<file path="config.mk">
export PLATFORM = sky130hd
export DESIGN_NAME = font_rom_arbiter
export DESIGN_NICKNAME = d
export VERILOG_FILES = /design/src/rtl/font_rom_arbiter.sv
export SDC_FILE = /design/constraint.sdc
export NUM_CORES = 1
export LEC_CHECK = 0
export CORE_UTILIZATION = 40
export CTS_CLUSTER_DIAMETER = 40
export DETAILED_ROUTE_END_ITERATION = 7
export PLACE_DENSITY = 0.77
export SLEW_MARGIN = 20
export SYNTH_ARGS = -nofsm -noshare
export SYNTH_HDL_FRONTEND = slang
export SYNTH_SLANG_ARGS = --single-unit
export TNS_END_PERCENT = 30
</file>
<file path="constraint.sdc">
create_clock -name CLK -period 2.6 [get_ports CLK]
set_input_delay 0.65 -clock CLK [delete_from_list [all_inputs] [get_ports CLK]]
set_output_delay 0.65 -clock CLK [all_outputs]
set_load 0.1 [all_outputs]
</file>
<file path="src/rtl/font_rom_arbiter.sv">
// FONT_ROM sharing arbiter: port 0 is the real-time pixel path with priority,
// ports 1..N-1 share a round-robin pool protected by a starvation guard.
module font_rom_arbiter #(
    parameter int NUM_REQ    = 2,
    parameter int ADDR_W     = 9,
    parameter int DATA_W     = 4,
    parameter int ROM_LAT    = 1,
    parameter int STARVE_MAX = 8
) (
    input  logic                      CLK,
    input  logic                      RST,
    input  logic [NUM_REQ-1:0]        req,
    input  logic [NUM_REQ*ADDR_W-1:0] addr,
    output logic [NUM_REQ-1:0]        gnt,
    output logic [NUM_REQ-1:0]        rvalid,
    output logic [DATA_W-1:0]         rdata,
    output logic [ADDR_W-1:0]         rom_addr,
    input  logic [DATA_W-1:0]         rom_q,
    output logic [7:0]                conflict_cnt
);

    localparam int PW = (NUM_REQ > 2) ? $clog2(NUM_REQ) : 1;
    localparam int SW = (STARVE_MAX > 0) ? $clog2(STARVE_MAX + 1) : 1;
    localparam logic [PW-1:0] PTR_FIRST = PW'(1);
    localparam logic [PW-1:0] PTR_LAST  = PW'(NUM_REQ - 1);
    localparam logic [SW-1:0] STARVE_TOP = SW'(STARVE_MAX);

    logic [PW-1:0]      rr_ptr_q, rr_ptr_d;
    logic [SW-1:0]      starve_q, starve_d;
    logic [7:0]         conflict_q, conflict_d;
    logic [ADDR_W-1:0]  rom_addr_q, rom_addr_d;
    logic [NUM_REQ-1:0] tag_q [ROM_LAT];

    logic               low_pending;
    logic               low_granted;
    logic               override;
    logic [NUM_REQ-1:0] lo_oh;
    logic [PW-1:0]      lo_idx;
    logic [NUM_REQ-1:0] gnt_c;
    logic [ADDR_W-1:0]  win_addr;

    assign low_pending = |req[NUM_REQ-1:1];

    // Round-robin pick: smallest forward distance from rr_ptr wins.
    always_comb begin
        int best_d;
        int d;
        best_d = NUM_REQ;
        d      = 0;
        lo_oh  = '0;
        lo_idx = PTR_FIRST;
        for (int p = 1; p < NUM_REQ; p++) begin
            d = p - int'(rr_ptr_q);
            if (d < 0) begin
                d = d + (NUM_REQ - 1);
            end
            if (req[p] && (d < best_d)) begin
                best_d   = d;
                lo_oh    = '0;
                lo_oh[p] = 1'b1;
                lo_idx   = PW'(p);
            end
        end
    end

    assign override = (STARVE_MAX != 0) && (starve_q == STARVE_TOP)
                      && low_pending;

    always_comb begin
        gnt_c = '0;
        if (RST) begin
            gnt_c = '0;
        end else if (override) begin
            gnt_c = lo_oh;
        end else if (req[0]) begin
            gnt_c[0] = 1'b1;
        end else if (low_pending) begin
            gnt_c = lo_oh;
        end
    end

    assign low_granted = |gnt_c[NUM_REQ-1:1];

    always_comb begin
        win_addr = '0;
        for (int p = 0; p < NUM_REQ; p++) begin
            if (gnt_c[p]) begin
                win_addr = addr[p*ADDR_W +: ADDR_W];
            end
        end
    end

    // The ROM address holds its last granted value across idle cycles.
    assign rom_addr_d = (|gnt_c) ? win_addr : rom_addr_q;

    always_comb begin
        rr_ptr_d = rr_ptr_q;
        if (low_granted) begin
            rr_ptr_d = (lo_idx == PTR_LAST) ? PTR_FIRST : lo_idx + PW'(1);
        end
    end

    always_comb begin
        starve_d = starve_q;
        if (STARVE_MAX == 0) begin
            starve_d = '0;
        end else if (low_granted || !low_pending) begin
            starve_d = '0;
        end else if (starve_q != STARVE_TOP) begin
            starve_d = starve_q + SW'(1);
        end
    end

    always_comb begin
        conflict_d = conflict_q;
        if (($countones(req) >= 2) && (conflict_q != 8'hFF)) begin
            conflict_d = conflict_q + 8'd1;
        end
    end

    always_ff @(posedge CLK or posedge RST) begin
        if (RST) begin
            rr_ptr_q   <= PTR_FIRST;
            starve_q   <= '0;
            conflict_q <= '0;
            rom_addr_q <= '0;
        end else begin
            rr_ptr_q   <= rr_ptr_d;
            starve_q   <= starve_d;
            conflict_q <= conflict_d;
            rom_addr_q <= rom_addr_d;
        end
    end

    // Grant tags ride alongside the ROM read so rvalid lines up with rom_q.
    always_ff @(posedge CLK or posedge RST) begin
        if (RST) begin
            for (int i = 0; i < ROM_LAT; i++) begin
                tag_q[i] <= '0;
            end
        end else begin
            tag_q[0] <= gnt_c;
            for (int i = 1; i < ROM_LAT; i++) begin
                tag_q[i] <= tag_q[i-1];
            end
        end
    end

    assign gnt          = gnt_c;
    assign rom_addr     = rom_addr_d;
    assign rvalid       = tag_q[ROM_LAT-1];
    assign rdata        = rom_q;
    assign conflict_cnt = conflict_q;

endmodule

</file>
==> run metrics <==
post-layout instance area=1950 um2; peak ir drop on the vdd network=0.000737 V; pre-CTS setup slack=-317 ps; largest family of logic cells by synthesized area=simple AND/OR/NAND/NOR gates; Placeable Area=around 2800 um2; number of cell rows=19; net count after synthesis=between 100 and 150; largest net degree at the start of global routing=14; RSZ-0062 raised after global routing=yes; predominant post-synthesis flop cell=dfrtp_1; number of clock sinks=23; number of warning messages in the yosys log=0; clock-pin slew on the worst setup and hold paths=130 ps; total of flip-flops plus latches after synthesis=23; die footprint=3130 um2; Gate Count Post-Synth=99; maximum clock skew at final layout=3.15 ps; Initial Utilization=42.2%; crit path time final=2660 ps; CTS HTree Levels=1; area share of the largest cell type after synthesis=~50%; DRC violations left=0; Vert. Die Dim=55.9 um; average wire per cell in the routed design=16.6 um; depth of the most critical reg-to-reg path=8; Area after DPL=approximately 1800 um2; worst max-slew margin expressed relative to the limit=around three quarters; number of setup violations in the final report=9; number of fill cells=about 210; critical register-to-register path startpoint=starve_q[1]; power per cell area=about 790 nW/um2; # hold bufs at CTS=0; failing checks=setup timing; part of the Yosys area used for sequential elements=49.5%; slack of the critical path=-60.7 ps; worst path required time=between 1500 and 2000 ps; Port-buffer cells=42; synthesized-area fraction occupied by xor and xnor cells=3.77%; biggest cell delay along the critical path=420 ps; Max Slew Vio Count=0; master cell of the clock root buffer=clkbuf_4; ant diodes=0; maximum fanout along the worst path=6; register area=about 580 um2; via density per instance=5.62; leading cell types by total area after synthesis=dfrtp_1 50%, a221o_1 7.8%, and4_1 7.5%; clock buffer depth=2; via count of the first global-routing pass=1,109; Die X=55.9 um; total global-route track usage=21.7%; share of cells above drive strength 1=41.1%; kind of end point of the critical path=output port; EDFF count, synth=0; via count=approximately 1,100; adder-cell share of the synthesized area=3.23%; total CTS buffers=3; Arr. time, crit path=2010 ps; antenna violations before repair=0; final worst-path cycle share=102%; area of combinational cells with multiple inputs=approximately 540 um2; share of flip-flops with an asynchronous set or reset after synthesis=100%; GP Congestion=0.767; DP Cell Count=184; portion of netlist area occupied by mux cells=1.94%; clock tree from TritonCTS=yes; max capacitance violation total=0; post-route ant nets=0; Critical-path top delay cell=dfrtp_1; clock latency on the worst-skew pair=310 ps; Peak Freq=376 MHz; half-perimeter wire length after placement=2460 um; compound-cell area share of the yosys netlist=16.8%; Tightest Pin Transition=381 ps; # nets final=198; I/O pin count=51; critical register-to-register path endpoint=rom_addr_q[5]; synthesis-to-finish area growth=67.7%; count of placed standard cells in the final layout, fillers left out=199; drt initial violations=28; R2R setup slack=800 ps; startpoint kind of the worst setup timing path=flip-flop; basic-gate share of the synthesized area counting and, or, nand and nor cells=between 10% and 20%; count of final hold-check violations=0; leakage power total=0.899 nW; cells traversed along the worst timing path=inv_2 > ha_4 > nand3b_1 > a211oi_2 > buf_6 > a221o_1 > buf_12; leading area contributor after synthesis=dfrtp_1; wire length of the first global-routing pass=between 5000 and 6000 um; type of the most critical hold path=in2async; total wire length=3300 um; critical setup path kind=reg2out; outcome=complete, but fails checks; leftover overflow at the end of global routing=0; First-pass DRT Iterations=4; netlist area before placement=1160 um2; unique cell type count in the Yosys netlist=36; per-instance average area after synthesis=approximately 12 um2
==> kinds of logic (layout without fill, tap and decap cells) <==
kind of cell / count (synthesis) / after routing
buf+inv: 12 / 81
fa+ha+maj: 3 / 3
xor+xnor: 5 / 5
compound gates: 23 / 23
flops: 23 / 23
simple gates: 31 / 31
mux: 2 / 2
==> how the worst max path moves through the flow <==
stage,slack [ps],start,end
CTS,-30,starve_q[1],rom_addr[3]
global route,-120,starve_q[0],rom_addr[3]
finish,-60,starve_q[1],rom_addr[3]
floorplan,-210,starve_q[0],rom_addr[3]
global placement,-270,req[1],rom_addr[0]
detailed placement,-320,req[1],rom_addr[3]
==> where the power goes <==
part / switching, mW / internal, mW / total [mW]
clock network: 0.110 / 0.0576 / 0.167
registers: 0.0676 / 0.423 / 0.491
logic: 0.611 / 0.273 / 0.884
total: 0.788 / 0.753 / 1.54
==> registers in the layout (all words and copies together), names as in the netlist <==
register and cells:
rom_addr_q 9, rvalid 2, conflict_cnt 8, starve_q 4
==> layout make-up <==
class	instances	share of cell area, %
clock buffers	3	1.16
clock inverters	1	0.257
inverters	4	0.770
multi-input cells	64	27.8
flip-flops and latches	23	29.5
well taps	31	1.99
repair buffers	73	38.5
==> placed cells by master (no fill, tap or decap), types with 2 or more instances in the layout <==
| cell | instances |
|---|---|
| buf_12 | 12 |
| and3_1 | 3 |
| xnor2_1 | 4 |
| nand2_1 | 2 |
| ha_1 | 2 |
| clkbuf_4 | 3 |
| dfrtp_1 | 23 |
| a31oi_1 | 2 |
| o211ai_1 | 3 |
| a221o_2 | 3 |
| a21oi_1 | 3 |
| dlygate4sd2_1 | 3 |
| inv_2 | 4 |
| and4_1 | 10 |
| a221o_1 | 6 |
| nand3_1 | 5 |
| nor2b_1 | 2 |
| buf_4 | 39 |
| clkdlybuf4s50_1 | 18 |
==> metrics by stage <==
step | TNS [ps] | power, mW | hold slack [ps] | utilization (%)
detailed placement | -2710 | 1.35 | 514 | 65.5
global placement | -2310 | 1.34 | 517 | 65.5
global route | -996 | 1.59 | 509 | 70.7
finish | -409 | 1.54 | 497 | 70.7
floorplan | -1180 | 1.11 | 559 | -
CTS | -132 | 1.53 | 494 | 69.1
==> worst max-delay path, delay by kind of cell, from the launching register on <==
family / cells / cell delay (ps)
AO/OA/AOI/OAI: 2 / 530
buffers and inverters: 3 / 440
flip-flops: 1 / 420
adder cells (fa/ha/maj): 1 / 150
AND/OR/NAND/NOR: 1 / 140
==> cell usage after synthesis (2+ instances only) <==
cell / instances
xnor2_1: 4
buf_2: 2
nand3_1: 5
a31oi_1: 2
ha_1: 3
inv_1: 3
a21oi_1: 3
o211ai_1: 3
nand2_1: 2
dfrtp_1: 23
nor2b_1: 2
a221o_1: 9
and3_1: 3
and4_1: 10
buf_4: 4
==> per-layer routing <==
metal  routed length [um]  vias to the layer above  global-route usage [%]  part of all wire (%)
li1                     -                      524                       -                     -
met1                 1390                      554                    28.4                    42
met2                 1740                       34                    36.3                    53
met3                  117                        6                    3.72                   3.5
met4                   56                        0                    7.67                   1.7
met5                    0                        -                       0                     0
==> timing repair <==
action	CTS	global route
setup endpoints to repair	11	10
setup buffers	6	4
pin swaps	7	5
gates cloned	1	0
gates resized for setup	11	0
Power figures use the tool's default switching activity.
